## config.mk

```make
export PLATFORM = sky130hd
export DESIGN_NAME = iomem_timer
export DESIGN_NICKNAME = d
export VERILOG_FILES = /design/src/rtl/iomem_timer.sv
export SDC_FILE = /design/constraint.sdc
export NUM_CORES = 1
export LEC_CHECK = 0
export BUFFER_PORTS_ARGS = -buffer_cell sky130_fd_sc_hd__buf_2
export CAP_MARGIN = 5
export CORE_ASPECT_RATIO = 0.8
export CORE_MARGIN = 4
export CORE_UTILIZATION = 40
export DETAILED_ROUTE_END_ITERATION = 6
export PLACE_DENSITY = 0.7
export SETUP_SLACK_MARGIN = 0.2
export SYNTH_ARGS = -nofsm -noshare
export SYNTH_HDL_FRONTEND = slang
export SYNTH_SLANG_ARGS = --single-unit
```

## constraint.sdc

```tcl
create_clock -name clk -period 5.9 [get_ports clk]
set_input_delay 1.475 -clock clk [delete_from_list [all_inputs] [get_ports clk]]
set_output_delay 1.475 -clock clk [all_outputs]
set_load 0.01 [all_outputs]
```

## src/rtl/iomem_timer.sv

```systemverilog
// rtl/iomem_timer.sv - memory-mapped prescaled up-counter with compare match and level irq
module iomem_timer #(
  parameter logic [31:0] BASE_ADDR = 32'h0300_0000
) (
  input  logic        clk,
  input  logic        resetn,
  input  logic        iomem_valid,
  output logic        iomem_ready,
  input  logic [3:0]  iomem_wstrb,
  input  logic [31:0] iomem_addr,
  input  logic [31:0] iomem_wdata,
  output logic [31:0] iomem_rdata,
  output logic        irq
);

  localparam logic [2:0] REG_CTRL     = 3'd0;
  localparam logic [2:0] REG_PRESCALE = 3'd1;
  localparam logic [2:0] REG_COUNT    = 3'd2;
  localparam logic [2:0] REG_COMPARE  = 3'd3;
  localparam logic [2:0] REG_STATUS   = 3'd4;

  logic        en_q, en_d;
  logic        autoreload_q, autoreload_d;
  logic        irq_en_q, irq_en_d;
  logic [15:0] prescale_q, prescale_d;
  logic [31:0] count_q, count_d;
  logic [31:0] compare_q, compare_d;
  logic        match_q, match_d;
  logic [15:0] pcnt_q, pcnt_d;
  logic        ready_q, ready_d;
  logic        done_q, done_d;

  logic        sel;
  logic        wr_en;
  logic [2:0]  reg_idx;
  logic [31:0] rd_val;
  logic [31:0] merged;
  logic        tick;
  logic        hit;
  logic        unused_bits;

  assign sel     = iomem_valid && (iomem_addr[31:5] == BASE_ADDR[31:5]);
  assign reg_idx = iomem_addr[4:2];
  assign wr_en   = ready_q && sel && (iomem_wstrb != 4'b0000);
  assign tick    = en_q && (pcnt_q == prescale_q);
  assign hit     = tick && (count_q == compare_q);

  assign iomem_ready = ready_q && sel;
  assign iomem_rdata = iomem_ready ? rd_val : 32'h0;
  assign irq         = match_q && irq_en_q;
  assign unused_bits = ^{iomem_addr[1:0], merged[31:16]};

  always_comb begin
    rd_val = 32'h0;
    case (reg_idx)
      REG_CTRL:     rd_val = {29'h0, irq_en_q, autoreload_q, en_q};
      REG_PRESCALE: rd_val = {16'h0, prescale_q};
      REG_COUNT:    rd_val = count_q;
      REG_COMPARE:  rd_val = compare_q;
      REG_STATUS:   rd_val = {31'h0, match_q};
      default:      rd_val = 32'h0;
    endcase
  end

  // Byte-merge the write data over the current register value so every
  // register shares the same wstrb handling.
  always_comb begin
    merged = rd_val;
    for (int b = 0; b < 4; b++) begin
      if (iomem_wstrb[b]) merged[8*b +: 8] = iomem_wdata[8*b +: 8];
    end
  end

  always_comb begin
    en_d         = en_q;
    autoreload_d = autoreload_q;
    irq_en_d     = irq_en_q;
    prescale_d   = prescale_q;
    count_d      = count_q;
    compare_d    = compare_q;
    match_d      = match_q;
    pcnt_d       = pcnt_q;
    ready_d      = sel && !ready_q && !done_q;
    done_d       = iomem_valid && (ready_q || done_q);

    if (!en_q || tick) pcnt_d = 16'h0;
    else               pcnt_d = pcnt_q + 16'd1;

    if (hit) begin
      if (autoreload_q) count_d = 32'h0;
      else              en_d    = 1'b0;
    end else if (tick) begin
      count_d = count_q + 32'd1;
    end

    // A new match overrides a coincident write-1-to-clear.
    if (wr_en && reg_idx == REG_STATUS && iomem_wstrb[0] && iomem_wdata[0]) match_d = 1'b0;
    if (hit) match_d = 1'b1;

    // Software writes land last so they win over the timer's own updates.
    if (wr_en) begin
      case (reg_idx)
        REG_CTRL: begin
          en_d         = merged[0];
          autoreload_d = merged[1];
          irq_en_d     = merged[2];
        end
        REG_PRESCALE: begin
          prescale_d = merged[15:0];
          pcnt_d     = 16'h0;
        end
        REG_COUNT:   count_d   = merged;
        REG_COMPARE: compare_d = merged;
        default: ;
      endcase
    end
  end

  always_ff @(posedge clk) begin
    if (!resetn) begin
      en_q         <= 1'b0;
      autoreload_q <= 1'b0;
      irq_en_q     <= 1'b0;
      prescale_q   <= 16'h0;
      count_q      <= 32'h0;
      compare_q    <= 32'hFFFF_FFFF;
      match_q      <= 1'b0;
      pcnt_q       <= 16'h0;
      ready_q      <= 1'b0;
      done_q       <= 1'b0;
    end else begin
      en_q         <= en_d;
      autoreload_q <= autoreload_d;
      irq_en_q     <= irq_en_d;
      prescale_q   <= prescale_d;
      count_q      <= count_d;
      compare_q    <= compare_d;
      match_q      <= match_d;
      pcnt_q       <= pcnt_d;
      ready_q      <= ready_d;
      done_q       <= done_d;
    end
  end

endmodule

```

==> run metrics <==
Final Hold Viols=0; main combinational cell family by area after synthesis=simple AND/OR/NAND/NOR gates; CP Capture Type=output port; Antenna Violating Nets Remaining=0; Worst-path clk slew=0.06 ns; antenna diode count=0; Comb pwr share=0.088; Buffers on Ports=102; grt ovf=0; Cell Int Power=1.08 mW; final wirelength=19.0 mm; Starting DRT DRC Count=551; first-pass GRT wire length=30.3 mm; post-synthesis adder-cell area fraction=0.00392; Cell variety after synth=68; proportion of layout cells with a drive suffix above 1=0.217; final cell count without fillers=1077; hold slack=0.463 ns; Required @ worst endpoint=4.43 ns; arrival time worst endpoint=3.27 ns; DR pass1 iterations=5; Crit Path Category=in2out; CTS buffer count=9; num rows=41; synthesized area=0.00639 mm2; Simple-Gate Fraction of Synth Area=0.253; critical path fanouts, max=17; CTS Buffer Depth=2; initial core utilization=0.407; Reg power frac=0.489; prevailing post-synth register cell=dfxtp_1; Post-Synth XOR/XNOR Area=0.0850; initial antenna violation count=0; CTS resizes=0; top cell type's share of synthesized area=0.320; DR DRC count=0; area growth from synthesis to layout=14.2%; TNS Setup=0 ns; clk_lat worst skew=0.35 ns; number of global-route vias before repair=5586; asr flop ratio synth=0; synth top area cells=dfxtp_1, xor2_1, nand2_1, mux2_2, nor2_1; unrepaired setup endpoints after global routing=false; max-slew violation count=0; postcts setup bufs=0; root buf cell=clkbuf_16; power share of the clock group=0.423; #FFs+latches synth=102; Worst VDD drop=0.133 mV; slew margin rel.=0.357; outcome=completed; clk sinks=102; Avg WL per Cell=17.6 um; Vias/cell=5.66; Placer Congestion=0.918; Final Critical Period=4.75 ns; synthesized net count=865; Seq/Total Area, Yosys=0.320; P_sw=345 uW; EDFF count, synth=0; die height=121 um; largest net degree at the start of global routing=47; depth of the CTS H-tree=3; Worst-Margin Slew=0.964 ns; Max Freq=211 MHz; max_cap viols=0; Pleak=2.97 nW; post-synthesis cell type with the largest combined area=dfxtp_1; I/O pin total=105; DP HPWL=14.0 mm; Post-layout nets=931; power per cell area=196 mW/mm2; Synth Area per Inst=8.07 um2; Sw Share=0.241; Post-Synthesis Cells=792; Max Clock Skew=0.00793 ns; post-layout util=0.465; post-route clock period utilization=0.805; crit path launch type=input port; placed insts=1062; yosys warns=0; DR vias=6098; compound-cell area share of the yosys netlist=0.224; CTS tree=yes; final setup vio count=0; core area=0.0157 mm2; gr usage total=0.211; Min-Delay Path Class=reg2reg; post-synthesis mux area share=0.0656; hold_buf cts=0; Die Width=149 um; die area=0.0181 mm2
==> cells in the final DEF, fill, tap and decap left out, types with 5 or more instances in the layout <==
cell / instances
xor2_1: 41
o21ai_0: 31
buf_4: 10
nand3_1: 28
a22o_1: 9
a22oi_1: 22
nor2b_1: 6
and3_1: 16
mux2_2: 27
a211o_1: 6
buf_2: 102
nor4_1: 15
a211oi_1: 24
a31oi_1: 5
or2_2: 15
xnor2_1: 21
nor3_1: 9
and2_1: 16
clkbuf_16: 9
a21oi_1: 19
o21ai_1: 6
mux2i_1: 7
nor2_1: 75
nand2_1: 94
nand4_1: 11
o211a_1: 16
o211ai_1: 27
dfxtp_1: 102
inv_1: 15
==> worst max-delay path, stage by stage <==
cell     delay, ns
buf_2         0.09
or4_1         0.56
nor3b_2       0.23
nand3_2       0.30
buf_4         0.33
nor2_1        0.14
buf_2         0.14
==> path summary, 6_finish.rpt <==
path / endpoint / cells past startpoint / start / slack, ns
hold / removal: done_q / 2 / done_q / 0.46
hold reg to reg: done_q / 2 / done_q / 0.46
setup reg to reg: count_q[6] / 7 / count_q[4] / 2.64
setup / recovery: iomem_rdata[4] / 7 / iomem_addr[21] / 1.15
==> registers in the layout (all words and copies together), names as in the netlist <==
signal        cells
autoreload_q      1
compare_q        32
count_q          32
done_q            1
en_q              1
irq_en_q          1
match_q           1
pcnt_q           16
prescale_q       16
ready_q           1
==> Yosys cell counts (11+ instances only) <==
master / n
a211oi_1: 24
a21oi_1: 19
a22oi_1: 22
and2_1: 16
and3_1: 16
clkbuf_1: 39
dfxtp_1: 102
inv_1: 15
mux2_2: 27
nand2_1: 94
nand3_1: 28
nand4_1: 11
nor2_1: 76
nor4_1: 15
o211a_1: 16
o211ai_1: 27
o21ai_0: 31
or2_2: 15
xnor2_1: 21
xor2_1: 41
==> cell families (layout without fill, tap and decap cells) <==
kind of cell / after synthesis / in the layout
buf+inv: 73 / 143
mux: 36 / 36
flops: 102 / 102
fa+ha+maj: 2 / 2
simple gates: 319 / 319
xor+xnor: 62 / 62
compound gates: 198 / 198
==> final cells by class <==
class                           instances  area, um2
Clock inverter                          3       43.8
Clock buffer                           12        246
Timing Repair Buffer                  112        586
Fill cell                            1575       8400
Inverter                               16       60.1
Tap cell                              215        269
Multi-Input combinational cell        617       4050
Sequential cell                       102       2040
==> layer usage <==
| metal | GRT usage | share of wire | vias to the layer above |
|---|---|---|---|
| met5 | 0 | 0 | - |
| met4 | 0.0435 | 0.012 | 0 |
| met3 | 0.0497 | 0.066 | 18 |
| met2 | 0.320 | 0.44 | 203 |
| met1 | 0.306 | 0.48 | 2881 |
| li1 | - | - | 2996 |
==> stage by stage <==
step	setup slack, ns	area, um2	total power, mW
floorplan	1.46	6390	0.790
global placement	1.14	7010	0.839
detailed placement	1.12	7010	0.841
CTS	1.11	7300	1.44
global route	1.01	7300	1.48
finish	1.15	7300	1.43
==> power groups by stage <==
| stage | clock network, mW | registers [mW] | logic (mW) |
|---|---|---|---|
| after global placement | 0 | 0.714 | 0.125 |
| after CTS | 0.610 | 0.699 | 0.127 |
| after global routing | 0.640 | 0.699 | 0.138 |
| after floorplan | 0 | 0.711 | 0.0794 |
| after detailed placement | 0 | 0.714 | 0.126 |
| final | 0.604 | 0.699 | 0.126 |
No activity file was read; power rests on OpenSTA's default activity.
